===== config.mk =====
export PLATFORM = sky130hd
export DESIGN_NAME = uart_program_loader
export DESIGN_NICKNAME = d
export VERILOG_FILES = /design/src/rtl/uart_program_loader.sv
export SDC_FILE = /design/constraint.sdc
export NUM_CORES = 1
export LEC_CHECK = 0
export BUFFER_PORTS_ARGS = -buffer_cell sky130_fd_sc_hd__buf_2
export CORE_MARGIN = 5
export CORE_UTILIZATION = 39
export DETAILED_ROUTE_END_ITERATION = 7
export SYNTH_ARGS = -nofsm -noshare
export SYNTH_HDL_FRONTEND = slang
export SYNTH_SLANG_ARGS = --single-unit

===== constraint.sdc =====
create_clock -name clk -period 3 [get_ports clk]
set_input_delay 0.6 -clock clk [delete_from_list [all_inputs] [get_ports clk]]
set_output_delay 0.6 -clock clk [all_outputs]
set_load 0.02 [all_outputs]

===== src/rtl/uart_program_loader.sv =====
// Boot loader: requests a program over UART, stores the image into instruction
// memory word by word, acknowledges, then signals that the core may run.
module uart_program_loader #(
    parameter int         IMEM_ADDR_WIDTH = 15,
    parameter logic [7:0] REQ_BYTE        = 8'h99,
    parameter logic [7:0] ACK_BYTE        = 8'hAA
) (
    input  logic                       clk,
    input  logic                       reset,
    input  logic [7:0]                 rx_rdata,
    input  logic                       rx_rdata_ready,
    input  logic                       rx_ferr,
    output logic [7:0]                 tx_sdata,
    output logic                       tx_start,
    input  logic                       tx_busy,
    output logic                       imem_we,
    output logic [IMEM_ADDR_WIDTH-1:0] imem_addr,
    output logic [31:0]                imem_wdata,
    output logic                       load_done,
    output logic                       load_error
);

    // Largest accepted image in bytes; 33 bits so the limit itself never wraps.
    localparam logic [32:0] SIZE_LIMIT = 33'd4 << IMEM_ADDR_WIDTH;

    typedef enum logic [2:0] {
        SEND_REQ,
        RECV_SIZE,
        RECV_PROG,
        SEND_ACK,
        DONE,
        ERROR
    } state_t;

    state_t      state;
    state_t      state_next;
    logic        guard;
    logic        tx_fire;
    logic [7:0]  tx_byte;
    logic        write_fire;
    logic [31:0] cnt;
    logic [31:0] size;
    logic [31:0] word;
    logic [31:0] size_new;
    logic [31:0] word_new;
    logic        rx_ok;
    logic        last_byte;
    logic        word_end;

    assign rx_ok     = rx_rdata_ready && !rx_ferr;
    assign size_new  = {rx_rdata, size[31:8]};
    assign last_byte = (cnt + 32'd1 == size);
    assign word_end  = (cnt[1:0] == 2'd3) || last_byte;

    // A new word starts from zero, so a trailing partial word is zero-padded.
    always_comb begin
        word_new = (cnt[1:0] == 2'd0) ? 32'd0 : word;
        word_new[{cnt[1:0], 3'b000} +: 8] = rx_rdata;
    end

    always_comb begin
        state_next = state;
        tx_fire    = 1'b0;
        tx_byte    = REQ_BYTE;
        write_fire = 1'b0;
        case (state)
            SEND_REQ: begin
                if (!tx_busy && !guard) begin
                    tx_fire    = 1'b1;
                    state_next = RECV_SIZE;
                end
            end
            RECV_SIZE: begin
                if (rx_rdata_ready) begin
                    if (rx_ferr) begin
                        state_next = ERROR;
                    end else if (cnt[1:0] == 2'd3) begin
                        if (size_new == 32'd0) begin
                            state_next = SEND_ACK;
                        end else if ({1'b0, size_new} > SIZE_LIMIT) begin
                            state_next = ERROR;
                        end else begin
                            state_next = RECV_PROG;
                        end
                    end
                end
            end
            RECV_PROG: begin
                if (rx_rdata_ready) begin
                    if (rx_ferr) begin
                        state_next = ERROR;
                    end else begin
                        write_fire = word_end;
                        if (last_byte) begin
                            state_next = SEND_ACK;
                        end
                    end
                end
            end
            SEND_ACK: begin
                tx_byte = ACK_BYTE;
                if (!tx_busy && !guard) begin
                    tx_fire    = 1'b1;
                    state_next = DONE;
                end
            end
            default: begin
            end
        endcase
    end

    always_ff @(posedge clk or posedge reset) begin
        if (reset) begin
            state <= SEND_REQ;
        end else begin
            state <= state_next;
        end
    end

    // Registered outputs: the write lands the cycle after its completing byte,
    // while word assembly for the next byte proceeds independently.
    always_ff @(posedge clk or posedge reset) begin
        if (reset) begin
            guard      <= 1'b0;
            tx_start   <= 1'b0;
            tx_sdata   <= 8'd0;
            imem_we    <= 1'b0;
            imem_addr  <= '0;
            imem_wdata <= 32'd0;
            load_done  <= 1'b0;
            load_error <= 1'b0;
            cnt        <= 32'd0;
        end else begin
            guard    <= tx_fire;
            tx_start <= tx_fire;
            if (tx_fire) begin
                tx_sdata <= tx_byte;
            end
            imem_we <= write_fire;
            if (write_fire) begin
                imem_addr  <= cnt[IMEM_ADDR_WIDTH+1:2];
                imem_wdata <= word_new;
            end
            if (tx_fire && state == SEND_ACK) begin
                load_done <= 1'b1;
            end
            load_error <= (state_next == ERROR);
            if (state == RECV_SIZE && rx_ok) begin
                cnt <= (cnt[1:0] == 2'd3) ? 32'd0 : cnt + 32'd1;
            end else if (state == RECV_PROG && rx_ok) begin
                cnt <= cnt + 32'd1;
            end
        end
    end

    always_ff @(posedge clk) begin
        if (state == RECV_SIZE && rx_ok) begin
            size <= size_new;
        end
        if (state == RECV_PROG && rx_ok) begin
            word <= word_new;
        end
    end

endmodule


==> impl_metrics.csv <==
group,metric,value,unit
global_routing,overflow,0,
logic_synthesis,yosys_warnings,0,
clocking,htreeDepth,4,
sta,period_minus_slack,3.19,ns
sta,hold_viol_final,0,
sta,layout_setup_ws,-0.185,ns
critical_path,critPathArrivalTime,3.50,ns
logic_synthesis,synth_cells,704,
sta,max_freq,0.314,GHz
routing,antenna_left,0,
floorplanning,fp-row-count,51,
routing,wire_per_inst,18.5,um
flow_run,cap_viol_max_count,0,
pwr,ir_worst_vdd,0.410,mV
critical_path,critPathRequiredTime,3.32,ns
routing,route.vias.total,6052,
pwr,p_leak,4.17,nW
outcome,status,"finished, violations left",
routing,drcViolationCount,0,
final_layout,fin_nets,862,
critical_path,r2r_cells,11,
logic_synthesis,ys_ff_latch,153,
global_routing,grt_max_degree,51,
floorplanning,start_util,39.6,%
sta,setup_viol,48,
clocking,clk_pin_slew,0.07,ns
worst_hold_path,min_path_type,"input pin to asynchronous set/reset pin",
final_layout,nFillCells,1789,
logic_synthesis,async_flop_share,58.2,%
floorplanning,die_area,0.0226,mm2
critical_path,r2r_setup_slack,-0.19,ns
routing,firstDrtPassIters,5,
final_layout,area_growth,26.0,%
pwr,p_total,5.62,mW
clocking,cts.sinks,153,
routing,vias_per_cell,5.40,
clocking,cts_tree,"built",
final_layout,final_cell_mix,"dfrtp_1, buf_4, buf_2",
logic_synthesis,synth_top_area_share,29.0,%
final_layout,multi_input_area,0.00338,mm2
sta,worstMarginPinSlew,1.01,ns
clocking,postCtsHoldBufs,0,
placement,io_buffers,69,
critical_path,cp_cell_sequence,"buf_4 > nand4_1 > or4_4 > nor2_4 > a31oi_2 > or4_4 > nor4_4 > a22oi_2 > buf_6 > buf_8 > mux2_4",
clocking,clk_latency,0.43,ns
critical_path,worstSetupPathType,"flop to flop",
logic_synthesis,avgSynthCellArea,10.9,um2
sta,relSlewSlack,32.1,%
routing,drt_iter0_markers,550,
placement,place_ws,-0.202,ns
floorplanning,die_w,150,um
floorplanning,fp.dieH,150,um
logic_synthesis,synth_enable_flop_cells,64,
clocking,root_buffer,"clkbuf_16",
critical_path,crit_fanout,8,
sta,hold_ws,0.316,ns
final_layout,seq_area,0.00415,mm2
logic_synthesis,synth.area.top_cells,"dfrtp_1, edfxtp_1, mux2_4, nand2_1, o21ai_0",
global_routing,antenna_found_initial,0,
clocking,cts_max_path_buffers,2,
critical_path,startpoint_type,"flop",
placement,dp_hpwl,14900,um
critical_path,rr_startpoint,"cnt[9]",
floorplanning,core,0.0194,mm2
floorplanning,io-pin-count,72,
routing,routed_wl,20700,um
critical_path,max_stage_delay,0.56,ns
final_layout,design_area,0.00968,mm2
sta,skew,0.0108,ns
global_routing,grt_pass1_vias,6247,
critical_path,crit_start,"cnt[9]",
logic_synthesis,synth_cell_types,57,
pwr,p_per_area,581,mW/mm2
outcome,failed_checks,"setup timing",
sta,maxSlewViolCount,0,
clocking,numCtsBuffers,17,
sta,finalSetupTns,-6.39,ns
logic_synthesis,yosysTopAreaCell,"dfrtp_1",
critical_path,critPathCaptureType,"flop",
final_layout,final_common_cell,"dfrtp_1",
sta,finalCritPeriodShare,106,%
final_layout,diodes,0,
placement,placed_cell_area,0.00884,mm2
critical_path,r2r_end,"imem_addr[5]",
sta,rsz0062_at_grt,"yes",
critical_path,path_common_cell,"or4_4",
logic_synthesis,synthFlopType,"dfrtp_1",
critical_path,crit_slowest_cell,"or4_4",
logic_synthesis,syn_area,0.00768,mm2
logic_synthesis,yosysSeqAreaShare,54.0,%
final_layout,layout-drive-gt1-share,31.2,%
global_routing,grtUsageTotal,18.9,%
global_routing,grt_pass1_wl,33400,um
placement,routabilityCongestion,0.945,
what timing repair did:
item                                    4_1_cts  5_1_grt
pin swaps                                     7        9
setup buffers                                 9        4
gates cloned                                  1        0
resized for setup                            21       10
endpoints found under the setup margin       47       47
critical path: cells and delay by family, from the launching register on:
family	cells	cell delay (ns)
AOI/OAI and AO/OA	2	0.21
buffers and inverters	3	0.48
DFF	1	0.36
muxes	1	0.30
and+or+nand+nor	5	1.71
metal layers:
layer  vias to the layer above  wire [um]  GRT usage [%]
li1                       2857          -              -
met1                      2926       9050           24.1
met2                       225       9960           31.6
met3                        44       1080           3.85
met4                         0        592           7.18
met5                         -          0              0
state kept, by name, indices dropped and copies added (netlist names):
register and flops:
cnt 32, word 32, guard 1, state 3
imem_we 1, load_error 1, tx_sdata 3, size 32
imem_wdata 32, imem_addr 15, load_done 1
cell type report:
class                   instances  area share [%]
well taps                     265            3.43
clock inverters                15            2.07
inverters                      13           0.595
clock buffers                  17            4.39
flip-flops and latches        153            42.9
multi-input cells             491            34.9
repair buffers                166            11.7
logic make-up after synthesis:
kind of cell    after synthesis  share of synthesized area, %
simple gates                249                          17.1
flops                       153                          54.0
compound gates              143                          11.2
buf+inv                      61                          3.80
mux                          52                          8.37
xor+xnor                     38                          4.33
fa+ha+maj                     7                          1.14
other cells                   1                        0.0488
cells in the mapped netlist, types with 2 or more instances:
cell type,instances
mux2_2,20
clkbuf_1,23
nand4_1,14
nand2_1,67
or3_1,9
inv_1,12
buf_4,5
a21o_1,2
o311ai_0,3
or2_2,3
mux2i_1,5
a22o_1,8
o31ai_1,14
o21ai_0,50
nor2b_1,2
nor3_1,13
nand3_1,40
o2111ai_1,3
buf_2,17
nor4_1,19
mux2_1,10
ha_1,7
and4_1,4
and3_1,4
dfrtp_1,89
o41ai_1,2
nor2_1,27
buf_6,3
or4_1,3
mux2_4,17
and2_1,6
nand2b_1,27
xor2_1,19
edfxtp_1,64
nor4_2,3
nand3b_1,2
a31oi_1,9
xnor2_1,19
a21oi_1,42
per-stage QoR:
stage / utilization [%] / std cells
3_3_place_gp: 45.6 / 1075
2_1_floorplan: - / 705
6_report: 49.9 / 1120
3_5_place_dp: 45.6 / 1075
4_1_cts: 49.7 / 1117
5_1_grt: 49.9 / 1120
report_power, final:
part	internal (mW)	switching (mW)	leakage, nW	total [mW]
Clock	1.21	1.00	0.304	2.21
Sequential	2.27	0.0568	1.78	2.33
Combinational	0.422	0.662	2.08	1.08
how the worst max path moves through the flow:
| stage | to | slack (ns) | cells after the start |
|---|---|---|---|
| detailed placement | imem_wdata[27] | -0.20 | 11 |
| global route | imem_addr[1] | -0.25 | 11 |
| finish | imem_addr[5] | -0.19 | 11 |
| global placement | imem_wdata[27] | -0.09 | 11 |
| floorplan | imem_addr[6] | 0.009 | 12 |
| CTS | imem_wdata[23] | -0.08 | 13 |
Power figures use the tool's default switching activity.
